[src/rtl/system_supervisor_pkg.sv]
// Shared types and register map for the multi-core system supervisor.
package system_supervisor_pkg;

  typedef enum logic [2:0] {
    StIdle     = 3'd0,
    StReady    = 3'd1,
    StRunning  = 3'd2,
    StDraining = 3'd3,
    StHalted   = 3'd4,
    StTimeout  = 3'd5
  } supervisor_state_t;

  localparam int unsigned MmioAddrWidth = 8;
  localparam int unsigned MmioDataWidth = 32;

  localparam logic [MmioAddrWidth-1:0] RegControl   = 8'd0;
  localparam logic [MmioAddrWidth-1:0] RegStatus    = 8'd1;
  localparam logic [MmioAddrWidth-1:0] RegCycleLo   = 8'd2;
  localparam logic [MmioAddrWidth-1:0] RegCycleHi   = 8'd3;
  localparam logic [MmioAddrWidth-1:0] RegWdogLimit = 8'd4;
  localparam logic [MmioAddrWidth-1:0] RegHaltMask  = 8'd5;

  localparam int unsigned CtrlResetBit   = 0;
  localparam int unsigned CtrlEnableBit  = 1;
  localparam int unsigned CtrlExecuteBit = 2;

endpackage

[src/rtl/mmio_if.sv]
// Word-addressed register access leg: one request per cycle, read data returned one cycle later.
interface mmio_if;
  import system_supervisor_pkg::*;

  logic                     req;
  logic                     write;
  logic [MmioAddrWidth-1:0] addr;
  logic [MmioDataWidth-1:0] wdata;
  logic                     rvalid;
  logic [MmioDataWidth-1:0] rdata;

  modport device (input req, write, addr, wdata, output rvalid, rdata);
  modport host   (output req, write, addr, wdata, input rvalid, rdata);
endinterface

[src/rtl/quiescence_detector.sv]
// Masks and reduces the per-core/per-memory quiescent vectors and requires HOLD consecutive
// quiet cycles before reporting quiet_stable.
module quiescence_detector #(
  parameter int unsigned NUM_CORES    = 4,
  parameter int unsigned NUM_MEMORIES = 1,
  parameter int unsigned HOLD         = 4
) (
  input  logic                    clock,
  input  logic                    reset_n,
  input  logic                    clear,
  input  logic [NUM_CORES-1:0]    core_mask,
  input  logic [NUM_CORES-1:0]    channels_quiescent,
  input  logic [NUM_CORES-1:0]    routers_quiescent,
  input  logic [NUM_MEMORIES-1:0] memories_quiescent,
  output logic                    quiet_stable
);

  localparam int unsigned HoldW = (HOLD > 1) ? $clog2(HOLD) : 1;
  localparam logic [HoldW-1:0] HoldLast = HoldW'(HOLD - 1);

  logic             chan_quiet, rout_quiet, mem_quiet, quiet;
  logic [HoldW-1:0] hold_q, hold_d;

  assign chan_quiet = &(channels_quiescent | ~core_mask);
  assign rout_quiet = &(routers_quiescent | ~core_mask);
  assign mem_quiet  = &memories_quiescent;
  assign quiet      = chan_quiet & rout_quiet & mem_quiet;

  // hold_q counts completed quiet cycles; the current quiet cycle makes the HOLD-th.
  assign quiet_stable = quiet && (hold_q == HoldLast);

  always_comb begin
    hold_d = hold_q;
    if (clear || !quiet) begin
      hold_d = '0;
    end else if (hold_q != HoldLast) begin
      hold_d = hold_q + 1'b1;
    end
  end

  always_ff @(posedge clock or negedge reset_n) begin
    if (!reset_n) begin
      hold_q <= '0;
    end else begin
      hold_q <= hold_d;
    end
  end

endmodule

[src/rtl/multi_core_system_supervisor.sv]
// Run-control supervisor for an N-core array: MMIO control, halt/quiescence detection, cycle count.
// Optional watchdog timeout enabled by defining SYSTEM_SUPERVISOR_WATCHDOG_EN.
module multi_core_system_supervisor
  import system_supervisor_pkg::*;
#(
  parameter int unsigned NUM_CORES             = 4,
  parameter int unsigned NUM_MEMORIES          = 1,
  parameter int unsigned CYCLE_COUNTER_WIDTH   = 48,
  parameter int unsigned QUIESCENT_HOLD_CYCLES = 4
) (
  input  logic                    clock,
  input  logic                    reset_n,
  mmio_if.device                  host_interface,
  output logic                    system_reset,
  output logic                    system_enable,
  output logic                    system_execute,
  output logic                    system_halted,
  input  logic [NUM_CORES-1:0]    core_halted,
  input  logic [NUM_CORES-1:0]    channels_quiescent,
  input  logic [NUM_CORES-1:0]    routers_quiescent,
  input  logic [NUM_MEMORIES-1:0] memories_quiescent
);

  localparam int unsigned CycleW = CYCLE_COUNTER_WIDTH;
  localparam int unsigned HiW    = CycleW - 32;

  supervisor_state_t        state_q, state_d;
  logic [CycleW-1:0]        counter_q, counter_d;
  logic [HiW-1:0]           cycle_hi_q, cycle_hi_d;
  logic [NUM_CORES-1:0]     mask_q, mask_d;
  logic                     enable_q, enable_d;
  logic                     rvalid_q;
  logic [MmioDataWidth-1:0] rdata_q, rdata_d;

  logic wr_en, rd_en, ctrl_wr, ctrl_reset, ctrl_run;
  logic all_halted, quiet_stable, wdog_hit, timed_out, run_entry;

  assign wr_en      = host_interface.req && host_interface.write;
  assign rd_en      = host_interface.req && !host_interface.write;
  assign ctrl_wr    = wr_en && (host_interface.addr == RegControl);
  assign ctrl_reset = ctrl_wr && host_interface.wdata[CtrlResetBit];
  assign ctrl_run   = ctrl_wr && host_interface.wdata[CtrlExecuteBit]
                      && host_interface.wdata[CtrlEnableBit];
  assign all_halted = &(core_halted | ~mask_q);

`ifdef SYSTEM_SUPERVISOR_WATCHDOG_EN
  logic [MmioDataWidth-1:0] wdog_q;

  assign wdog_hit = (wdog_q != '0) && (counter_q == CycleW'(wdog_q));

  always_ff @(posedge clock or negedge reset_n) begin
    if (!reset_n) begin
      wdog_q <= '0;
    end else if (wr_en && (host_interface.addr == RegWdogLimit)) begin
      wdog_q <= host_interface.wdata;
    end
  end
`else
  assign wdog_hit = 1'b0;
`endif

  assign timed_out = (state_q == StTimeout);

  always_comb begin
    state_d = state_q;
    unique case (state_q)
      StIdle:     if (ctrl_wr && !host_interface.wdata[CtrlResetBit]) state_d = StReady;
      StReady:    if (ctrl_run) state_d = StRunning;
      StRunning: begin
        if (wdog_hit)        state_d = StTimeout;
        else if (all_halted) state_d = StDraining;
      end
      StDraining: begin
        if (wdog_hit)          state_d = StTimeout;
        else if (!all_halted)  state_d = StRunning;
        else if (quiet_stable) state_d = StHalted;
      end
      StHalted:   if (ctrl_run) state_d = StRunning;
      StTimeout:  state_d = StTimeout;
      default:    state_d = StIdle;
    endcase
    // A reset request overrides everything, including execute in the same write.
    if (ctrl_reset) state_d = StIdle;
  end

  assign run_entry = (state_d == StRunning) && ((state_q == StReady) || (state_q == StHalted));

  // Count only while staying in a run state, so the value freezes on the halting edge.
  always_comb begin
    counter_d = counter_q;
    if (state_d == StIdle || run_entry) begin
      counter_d = '0;
    end else if ((state_d == StRunning || state_d == StDraining) && counter_q != '1) begin
      counter_d = counter_q + 1'b1;
    end
  end

  always_comb begin
    enable_d = enable_q;
    mask_d   = mask_q;
    if (ctrl_wr) begin
      enable_d = host_interface.wdata[CtrlEnableBit] & ~host_interface.wdata[CtrlResetBit];
    end
    if (wr_en && (host_interface.addr == RegHaltMask)) begin
      mask_d = host_interface.wdata[NUM_CORES-1:0];
    end
  end

  always_comb begin
    rdata_d    = '0;
    cycle_hi_d = cycle_hi_q;
    if (rd_en) begin
      case (host_interface.addr)
        RegStatus:    rdata_d = MmioDataWidth'({timed_out, system_halted, state_q});
        RegCycleLo: begin
          rdata_d    = counter_q[31:0];
          cycle_hi_d = counter_q[CycleW-1:32];
        end
        RegCycleHi:   rdata_d = MmioDataWidth'(cycle_hi_q);
`ifdef SYSTEM_SUPERVISOR_WATCHDOG_EN
        RegWdogLimit: rdata_d = wdog_q;
`endif
        RegHaltMask:  rdata_d = MmioDataWidth'(mask_q);
        default:      rdata_d = '0;
      endcase
    end
  end

  always_ff @(posedge clock or negedge reset_n) begin
    if (!reset_n) begin
      state_q    <= StIdle;
      counter_q  <= '0;
      cycle_hi_q <= '0;
      mask_q     <= '1;
      enable_q   <= 1'b0;
      rvalid_q   <= 1'b0;
      rdata_q    <= '0;
    end else begin
      state_q    <= state_d;
      counter_q  <= counter_d;
      cycle_hi_q <= cycle_hi_d;
      mask_q     <= mask_d;
      enable_q   <= enable_d;
      rvalid_q   <= rd_en;
      rdata_q    <= rdata_d;
    end
  end

  quiescence_detector #(
    .NUM_CORES    (NUM_CORES),
    .NUM_MEMORIES (NUM_MEMORIES),
    .HOLD         (QUIESCENT_HOLD_CYCLES)
  ) u_quiescence_detector (
    .clock              (clock),
    .reset_n            (reset_n),
    .clear              ((state_q != StDraining) || (state_d != StDraining)),
    .core_mask          (mask_q),
    .channels_quiescent (channels_quiescent),
    .routers_quiescent  (routers_quiescent),
    .memories_quiescent (memories_quiescent),
    .quiet_stable       (quiet_stable)
  );

  assign host_interface.rvalid = rvalid_q;
  assign host_interface.rdata  = rdata_q;

  assign system_reset   = (state_q == StIdle);
  assign system_enable  = enable_q;
  assign system_execute = (state_q == StRunning) || (state_q == StDraining);
  assign system_halted  = (state_q == StHalted) || (state_q == StTimeout);

endmodule
[src/flat_wrapper.sv]
// flat-port wrapper written by rule: the top's interface ports become plain ports
module multi_core_system_supervisor_flat import system_supervisor_pkg::*;
#(
  parameter int unsigned NUM_CORES             = 4,
  parameter int unsigned NUM_MEMORIES          = 1,
  parameter int unsigned CYCLE_COUNTER_WIDTH   = 48,
  parameter int unsigned QUIESCENT_HOLD_CYCLES = 4
)
  (clock, reset_n, system_reset, system_enable, system_execute, system_halted, core_halted, channels_quiescent, routers_quiescent, memories_quiescent, host_interface_req, host_interface_write, host_interface_addr, host_interface_wdata, host_interface_rvalid, host_interface_rdata);
  mmio_if host_interface_i ();
  input  logic clock;
  input  logic reset_n;
  output logic system_reset;
  output logic system_enable;
  output logic system_execute;
  output logic system_halted;
  input  logic [NUM_CORES-1:0] core_halted;
  input  logic [NUM_CORES-1:0] channels_quiescent;
  input  logic [NUM_CORES-1:0] routers_quiescent;
  input  logic [NUM_MEMORIES-1:0] memories_quiescent;
  input wire logic [$bits(host_interface_i.req)-1:0] host_interface_req;
  input wire logic [$bits(host_interface_i.write)-1:0] host_interface_write;
  input wire logic [$bits(host_interface_i.addr)-1:0] host_interface_addr;
  input wire logic [$bits(host_interface_i.wdata)-1:0] host_interface_wdata;
  output wire logic [$bits(host_interface_i.rvalid)-1:0] host_interface_rvalid;
  output wire logic [$bits(host_interface_i.rdata)-1:0] host_interface_rdata;
  assign host_interface_i.req = host_interface_req;
  assign host_interface_i.write = host_interface_write;
  assign host_interface_i.addr = host_interface_addr;
  assign host_interface_i.wdata = host_interface_wdata;
  assign host_interface_rvalid = host_interface_i.rvalid;
  assign host_interface_rdata = host_interface_i.rdata;
  multi_core_system_supervisor #(.NUM_CORES(NUM_CORES), .NUM_MEMORIES(NUM_MEMORIES), .CYCLE_COUNTER_WIDTH(CYCLE_COUNTER_WIDTH), .QUIESCENT_HOLD_CYCLES(QUIESCENT_HOLD_CYCLES)) u_core (.clock(clock), .reset_n(reset_n), .host_interface(host_interface_i), .system_reset(system_reset), .system_enable(system_enable), .system_execute(system_execute), .system_halted(system_halted), .core_halted(core_halted), .channels_quiescent(channels_quiescent), .routers_quiescent(routers_quiescent), .memories_quiescent(memories_quiescent));
endmodule
[config.mk]
export PLATFORM = sky130hd
export DESIGN_NAME = multi_core_system_supervisor_flat
export DESIGN_NICKNAME = d
export VERILOG_FILES = /design/src/rtl/system_supervisor_pkg.sv /design/src/rtl/mmio_if.sv /design/src/rtl/quiescence_detector.sv /design/src/rtl/multi_core_system_supervisor.sv /design/src/flat_wrapper.sv
export SDC_FILE = /design/constraint.sdc
export NUM_CORES = 1
export LEC_CHECK = 0
export BUFFER_PORTS_ARGS = -buffer_cell sky130_fd_sc_hd__buf_2
export CORE_MARGIN = 4
export CORE_UTILIZATION = 56
export DETAILED_ROUTE_END_ITERATION = 10
export PLACE_DENSITY_LB_ADDON = 0.12
export REMOVE_ABC_BUFFERS = 1
export SLEW_MARGIN = 10
export SYNTH_ARGS = -nofsm -noshare
export SYNTH_HDL_FRONTEND = slang
export SYNTH_HIERARCHICAL = 1
export SYNTH_SLANG_ARGS = --single-unit
[constraint.sdc]
create_clock -name clock -period 2.65 [get_ports clock]
set_input_delay 0.265 -clock clock [delete_from_list [all_inputs] [get_ports clock]]
set_output_delay 0.265 -clock clock [all_outputs]
set_load 0.05 [all_outputs]
* Yosys cells after proc, flatten, opt, wreduce, memory -nomap -nowiden *
Index checks and enable logic that the tools add are counted.

word-level totals
  flip-flop bits (word level) = 107
  bits in latches = 0
  bits in writable memories = 0
  ROM bits = 0
  output and inout port bits = 37
  memories kept = 0

cells by class
  add/subtract/negate cells = 2
  $mul = 0
  div/mod/pow operators = 0
  order comparisons = 0
  equality and inequality tests = 16
  shift operators = 0
  mux-type cells = 13
  bitwise operators = 8
  reductions and logical operators = 31

operators with widths
  cell                                            count
  case mux 32 bit (4 select lines)                1
  two-way mux 48 bit                              2
  adder 48 x 1 -> 48 bit (second input constant)  1
  != test 48 bit (second input constant)          1
  two-way mux 32 bit                              1
  two-way mux 3 bit                               6
  == test 8 x 2 -> 1 bit (second input constant)  2
  case mux 3 bit (5 select lines)                 1
  == test 3 x 2 -> 1 bit (second input constant)  4
  bitwise OR 4 bit                                3
  AND reduction 4 bit                             3
  logical AND 1 bit                               11
  == test 8 x 1 -> 1 bit (second input constant)  1
  == test 8 x 3 -> 1 bit (second input constant)  1
  zero test 8 bit                                 1
  logical OR 1 bit                                7
  == test 3 bit (second input constant)           2
  zero test 3 bit                                 2
  != test 3 x 2 -> 1 bit (second input constant)  2
  two-way mux 2 bit                               2
  NOT 4 bit                                       1
  nonzero test 2 bit                              2
  AND 1 bit                                       3
  == test 3 x 1 -> 1 bit (second input constant)  1
  7 further kinds                                 9

* Logic depth before layout (Yosys ltp) *
  word-level depth = 15
  mapped depth = 11
  depth with buffers taken out = 9

* Modules after synthesis *
The synthesis kept the hierarchy.

modules (own cells, without submodules)
  module                        times used  cells an instance  area each (um2)
  multi_core_system_supervisor  1           488                4994.8
  quiescence_detector           1           16                 147.6

* Worst setup path after synthesis *
OpenSTA, ideal clock, no wires.

  path kind = flip-flop to flip-flop
  from = register u_core.state_q[2]
  to = register u_core.counter_q[0]
  arrival = 2.595 ns
  required time = 2.578 ns
  path slack = -0.018 ns
  cell stages (with the launch flop) = 10
  path buffers = 4
  clock period less this slack = 2.668 ns
  cells stage by stage = dfrtp_1 -> clkbuf_1 -> nor2b_1 -> a32o_1 -> nor3_1 -> or2_2 -> clkbuf_1 -> buf_2 -> buf_1 -> nor2_1

between the ends
  longest elaborated chain between the ends = 8

ends and longest elaborated chain
  item                                                                             line                                                                    text
  from (decl)                                                                      multi_core_system_supervisor.sv:27                                      supervisor_state_t state_q, state_d;
  from (signal assigned)                                                           multi_core_system_supervisor.sv:131                                     state_q <= StIdle;
  from (signal assigned)                                                           multi_core_system_supervisor.sv:139                                     state_q <= state_d;
  == test 3 bit (tied with other cells)                                            multi_core_system_supervisor.sv:66, multi_core_system_supervisor.sv:86
  OR reduction 2 bit (no source line) / two-way mux 3 bit (equally long branches)  -
  case mux 3 bit (5 select lines)                                                  multi_core_system_supervisor.sv:66                                      unique case (state_q)
  two-way mux 3 bit                                                                multi_core_system_supervisor.sv:83                                      if (ctrl_reset) state_d = StIdle;
  == test 3 x 2 -> 1 bit, on equally long branches                                 multi_core_system_supervisor.sv:86, multi_core_system_supervisor.sv:93
  logical AND 1 bit / logical OR 1 bit (equally long branches)                     multi_core_system_supervisor.sv:86, multi_core_system_supervisor.sv:93
  logical OR 1 bit / logical AND 1 bit (equally long branches)                     multi_core_system_supervisor.sv:91, multi_core_system_supervisor.sv:93
  two-way mux 48 bit / nonzero test 2 bit (equally long branches)                  -
  to (signal assigned)                                                             multi_core_system_supervisor.sv:140                                     counter_q <= counter_d;
  to (decl)                                                                        multi_core_system_supervisor.sv:28                                      logic [CycleW-1:0] counter_q, counter_d;

Parallel ways exist; a longest one is shown, timed or not.
A chain may end at the register's enable or synchronous reset.

* Final worst setup path *
  from = register u_core.mask_q[3]
  to = register u_core.counter_q[29]

between the ends
  longest elaborated chain between the ends = 14

ends and longest elaborated chain
  item                                                             line                                                                                      text
  from (decl)                                                      multi_core_system_supervisor.sv:30                                                        logic [NUM_CORES-1:0] mask_q, mask_d;
  from (signal assigned)                                           multi_core_system_supervisor.sv:142                                                       mask_q <= mask_d;
  NOT 4 bit (*)                                                    quiescence_detector.sv:24, quiescence_detector.sv:25, multi_core_system_supervisor.sv:44
  bitwise OR 4 bit, on equally long branches                       quiescence_detector.sv:24, quiescence_detector.sv:25
  AND reduction 4 bit, on equally long branches                    quiescence_detector.sv:24, quiescence_detector.sv:25
  AND 1 bit (2 in series)                                          quiescence_detector.sv:27                                                                 assign quiet = chan_quiet & rout_quiet & mem_quiet;
  logical AND 1 bit                                                quiescence_detector.sv:30                                                                 assign quiet_stable = quiet && (hold_q == HoldLast);
  two-way mux 3 bit                                                multi_core_system_supervisor.sv:76                                                        else if (quiet_stable) state_d = StHalted;
  two-way mux 3 bit                                                multi_core_system_supervisor.sv:75                                                        else if (!all_halted) state_d = StRunning;
  case mux 3 bit (5 select lines) (*)                              multi_core_system_supervisor.sv:66
  two-way mux 3 bit (*)                                            multi_core_system_supervisor.sv:83
  == test 3 x 2 -> 1 bit, on equally long branches                 multi_core_system_supervisor.sv:86, multi_core_system_supervisor.sv:93
  logical AND 1 bit / logical OR 1 bit (equally long branches)     multi_core_system_supervisor.sv:86, multi_core_system_supervisor.sv:93
  logical OR 1 bit / logical AND 1 bit (equally long branches)     multi_core_system_supervisor.sv:91, multi_core_system_supervisor.sv:93
  two-way mux 48 bit / nonzero test 2 bit (equally long branches)  -

Mark *: on every way between the ends. The rest lies on a longest branch, timed or not.

==> qor_table.md <==
| Quantity | This run |
|---|---|
| Outcome | complete, no violations |
| Routed wire per std cell | 16.9 um |
| Achievable Freq | 0.400 GHz |
| Final Power | 4.17 mW |
| Avg Cell Area, Syn | 10.2 um2 |
| DR vias | 4079 |
| Layout Utilization | 67.0% |
| Worst Max-Slew Pin Slew | 530 ps |
| Cell chain of the critical path | nor2b_1, a2111oi_1, buf_4, a311o_1, a21o_1, or3b_1, or3_1, a21oi_1 |
| Drt pass-1 iters | 6 |
| Cell row count | 34 |
| Floorplan core area | 8850 um2 |
| Worst skew pair latency | 370 ps |
| Cell area after placement | 5730 um2 |
| Number of nets with antenna violations after routing | 0 |
| RSZ-0062 raised after global routing | false |
| Layout net count | 641 |
| Leakage power figure | 2.80 nW |
| Reported max-cap violation count | 0 |
| All-Layer GR Usage | 22.5% |
| Port bufs | 65 |
| TritonCTS clock tree | done |
| Number of CTS-inserted buffers | 9 |
| Setup slack of the critical path after layout | 149 ps |
| Slowest-stage cell, CP | sky130_fd_sc_hd__dfstp_2 |
| Maximum cell stage delay along the critical path | 580 ps |
| Final hold vios | 0 |
| Number of library cell types mapped by synthesis | 51 |
| Total wirelength of the detailed-routed design | 11700 um |
| Cell type group with the largest total delay on the critical path | simple AND/OR/NAND/NOR gates |
| Number of sinks handled by clock tree synthesis | 107 |
| Dpl hpwl | 8400 um |
| Share of final-layout standard cells stronger than drive strength 1 | 24.5% |
| Number of ports placed on the die boundary | 94 |
| Worst hold path class | input pin to flip-flop |
| Post-synthesis register bit count | 107 |
| Pin count of the biggest net entering global routing | 68 |
| CP arrival | 2800 ps |
| Wire length of the first global-routing pass | 19700 um |
| Full die area | 10800 um2 |
| Ant. Diodes | 0 |
| Fin Clk Skew | 4.46 ps |
| H-tree Lvls | 3 |
| Initial antenna violation count | 0 |
| Clock slew seen by the registers of the worst setup and hold paths | 100 ps |
| Final setup violation count | 0 |
| Endpoint kind of the worst setup timing path | flip-flop |
| Finished Cell Area | 5930 um2 |
| Period minus WS final | 2500 ps |
| Maximum clock path buffer count | 2 |
| Share of async-settable or async-resettable flops after synthesis | 100% |
| Die Wd | 104 um |
| Vias/cell | 5.87 |
| Worst slack at placement | 134 ps |
| Post-synth top flop | sky130_fd_sc_hd__dfrtp_1 |
| Count of warnings emitted by yosys | 6 |
| Number of global-route vias before repair | 3919 |
| Number of DRC markers after the initial detailed-route iteration | 263 |
| Netlist area before placement | 5140 um2 |
| Required time at the endpoint of the critical path | 2950 ps |
| Nature of the critical path startpoint | flip-flop |
| Highest fanout seen on the critical path | 4 |
| Period Utilization, post-route | 94.4% |
| Root buffer selected by CTS | sky130_fd_sc_hd__clkbuf_8 |
| Final Max Slew Viols | 0 |
| Residual overflow from global routing | 0 |
| Number of remaining DRC errors | 0 |
| Placer Congestion | 0.846 |
| Buf/Inv on CP | 1 |
| Layout overhead on the synthesized area | 15.2% |
| Path type of the worst setup path | flip-flop to flip-flop |
| Sequential cell area fraction in the yosys report | 52.2% |
| Power per standard cell area | 704 nW/um2 |
| Die span in y | 104 um |
| Aggregate negative setup slack | 0 ps |
| Count of flip-flops with a built-in enable after synthesis | 0 |
| Starting density of the core | 58.1% |
| Post-synthesis instance total | 504 |
| Slew Limit Headroom | 64.7% |
| Max rail drop VDD | 0.329 mV |
-- metal layers --
layer  track usage (%)  vias up  wire, um
li1                  -     1928         -
met5                 0        -         0
met4              7.88        0       179
met2              34.6      154      5440
met3              4.48       18       708
met1              32.1     1979      5420
-- synth_stat cells, drive strengths merged (3+ instances only) --
library cell	n	share of area (%)
dfrtp	103	50
nor2	73	5.3
nand2	30	2.2
nor3	27	2.8
xnor2	27	4.6
mux2	25	5.5
nand4	25	3.0
and2	19	2.3
nand3	19	1.8
clkbuf	18	1.3
xor2	16	2.7
mux2i	12	2.3
and3	10	1.2
or3	10	1.2
inv	9	0.66
nor4	9	1.1
a21oi	8	0.78
o21ai	8	0.78
buf	7	0.63
nor2b	6	0.73
a222oi	4	0.78
dfstp	4	2.0
nor3b	3	0.54
or2	3	0.37
-- worst reg2reg max path, stage by stage (launching register included) --
cell	delay, ps
sky130_fd_sc_hd__dfstp_2	580
sky130_fd_sc_hd__nor2b_1	150
sky130_fd_sc_hd__a2111oi_1	70
sky130_fd_sc_hd__buf_4	150
sky130_fd_sc_hd__a311o_1	370
sky130_fd_sc_hd__a21o_1	200
sky130_fd_sc_hd__or3b_1	430
sky130_fd_sc_hd__or3_1	330
sky130_fd_sc_hd__a21oi_1	140
-- what timing repair did --
action	in CTS	in global routing
endpoints found under the setup margin	0	6
resized for setup	0	2
hold buffers	1	0
buffers inserted	0	0
endpoints found under the hold margin	38	0
-- flip-flops by register name, summed over array words and instances, names as in the netlist --
signal,count
u_core/host_interface.rvalid,1
u_core/cycle_hi_q,16
u_core/mask_q,4
u_core/system_enable,1
u_core/u_quiescence_detector/hold_q,2
u_core/counter_q,48
u_core/state_q,3
u_core/host_interface.rdata,32
-- power breakdown --
part	switching (mW)	leakage (nW)	internal (mW)
logic	0.525	1.27	0.412
clock network	0.554	0.0961	0.397
registers	0.381	1.43	1.90
-- worst paths after layout --
kind / start / to / slack (ps) / depth (start not counted)
max: u_core/mask_q[3] / u_core/counter_q[29] / 150 / 8
min: host_interface_write / u_core/host_interface.rvalid / 120 / 2
max reg2reg: u_core/mask_q[3] / u_core/counter_q[29] / 150 / 8
min reg2reg: u_core/cycle_hi_q[14] / u_core/cycle_hi_q[14] / 520 / 1
max in group asynchronous: reset_n / u_core/mask_q[0] / 1500 / 3
min in group asynchronous: reset_n / u_core/u_quiescence_detector/hold_q[0] / 410 / 2
-- area by class of cell --
type / instances / area [um2]
fill: 711 / 2920
sequential: 107 / 2680
multi-input combinational: 363 / 2330
timing repair buffer: 92 / 558
clock buffer: 11 / 151
tap: 108 / 135
clock inverter: 5 / 35.0
inverter: 9 / 33.8
-- cells in the final DEF (no fill, tap or decap), types with 2 or more instances in the layout --
cell / n
sky130_fd_sc_hd__dfrtp_1: 103
sky130_fd_sc_hd__nor2_1: 72
sky130_fd_sc_hd__buf_2: 64
sky130_fd_sc_hd__nand2_1: 30
sky130_fd_sc_hd__xnor2_1: 27
sky130_fd_sc_hd__nor3_1: 26
sky130_fd_sc_hd__buf_4: 25
sky130_fd_sc_hd__nand4_1: 25
sky130_fd_sc_hd__mux2_2: 25
sky130_fd_sc_hd__nand3_1: 19
sky130_fd_sc_hd__and2_1: 18
sky130_fd_sc_hd__xor2_1: 16
sky130_fd_sc_hd__mux2i_1: 12
sky130_fd_sc_hd__clkbuf_8: 11
sky130_fd_sc_hd__or3_1: 10
sky130_fd_sc_hd__and3_1: 10
sky130_fd_sc_hd__inv_1: 9
sky130_fd_sc_hd__nor4_1: 9
sky130_fd_sc_hd__a21oi_1: 8
sky130_fd_sc_hd__o21ai_0: 8
sky130_fd_sc_hd__nor2b_1: 6
sky130_fd_sc_hd__a222oi_1: 4
sky130_fd_sc_hd__dfstp_2: 4
sky130_fd_sc_hd__clkinv_2: 2
sky130_fd_sc_hd__inv_6: 2
sky130_fd_sc_hd__nand3b_1: 2
sky130_fd_sc_hd__a21o_1: 2
sky130_fd_sc_hd__nor3b_1: 2
sky130_fd_sc_hd__a211oi_1: 2
sky130_fd_sc_hd__or2_2: 2
sky130_fd_sc_hd__and4_1: 2
sky130_fd_sc_hd__nor4b_1: 2
sky130_fd_sc_hd__ha_1: 2
sky130_fd_sc_hd__buf_12: 2
sky130_fd_sc_hd__a21bo_2: 2
-- per-stage QoR --
step	hold slack, ps	std cells
after detailed placement	276	678
after floorplan	-30.6	479
after global placement	271	678
after CTS	105	695
after global routing	114	695
final	115	695
-- kinds of logic after synthesis --
kind of cell | Yosys count | synth area share (%)
mux | 37 | 7.81
compound gates | 37 | 5.21
buf+inv | 34 | 2.60
simple gates | 244 | 24.4
flops | 107 | 52.2
xor+xnor | 43 | 7.32
fa+ha+maj | 2 | 0.487
(Power assumes the default switching activity.)
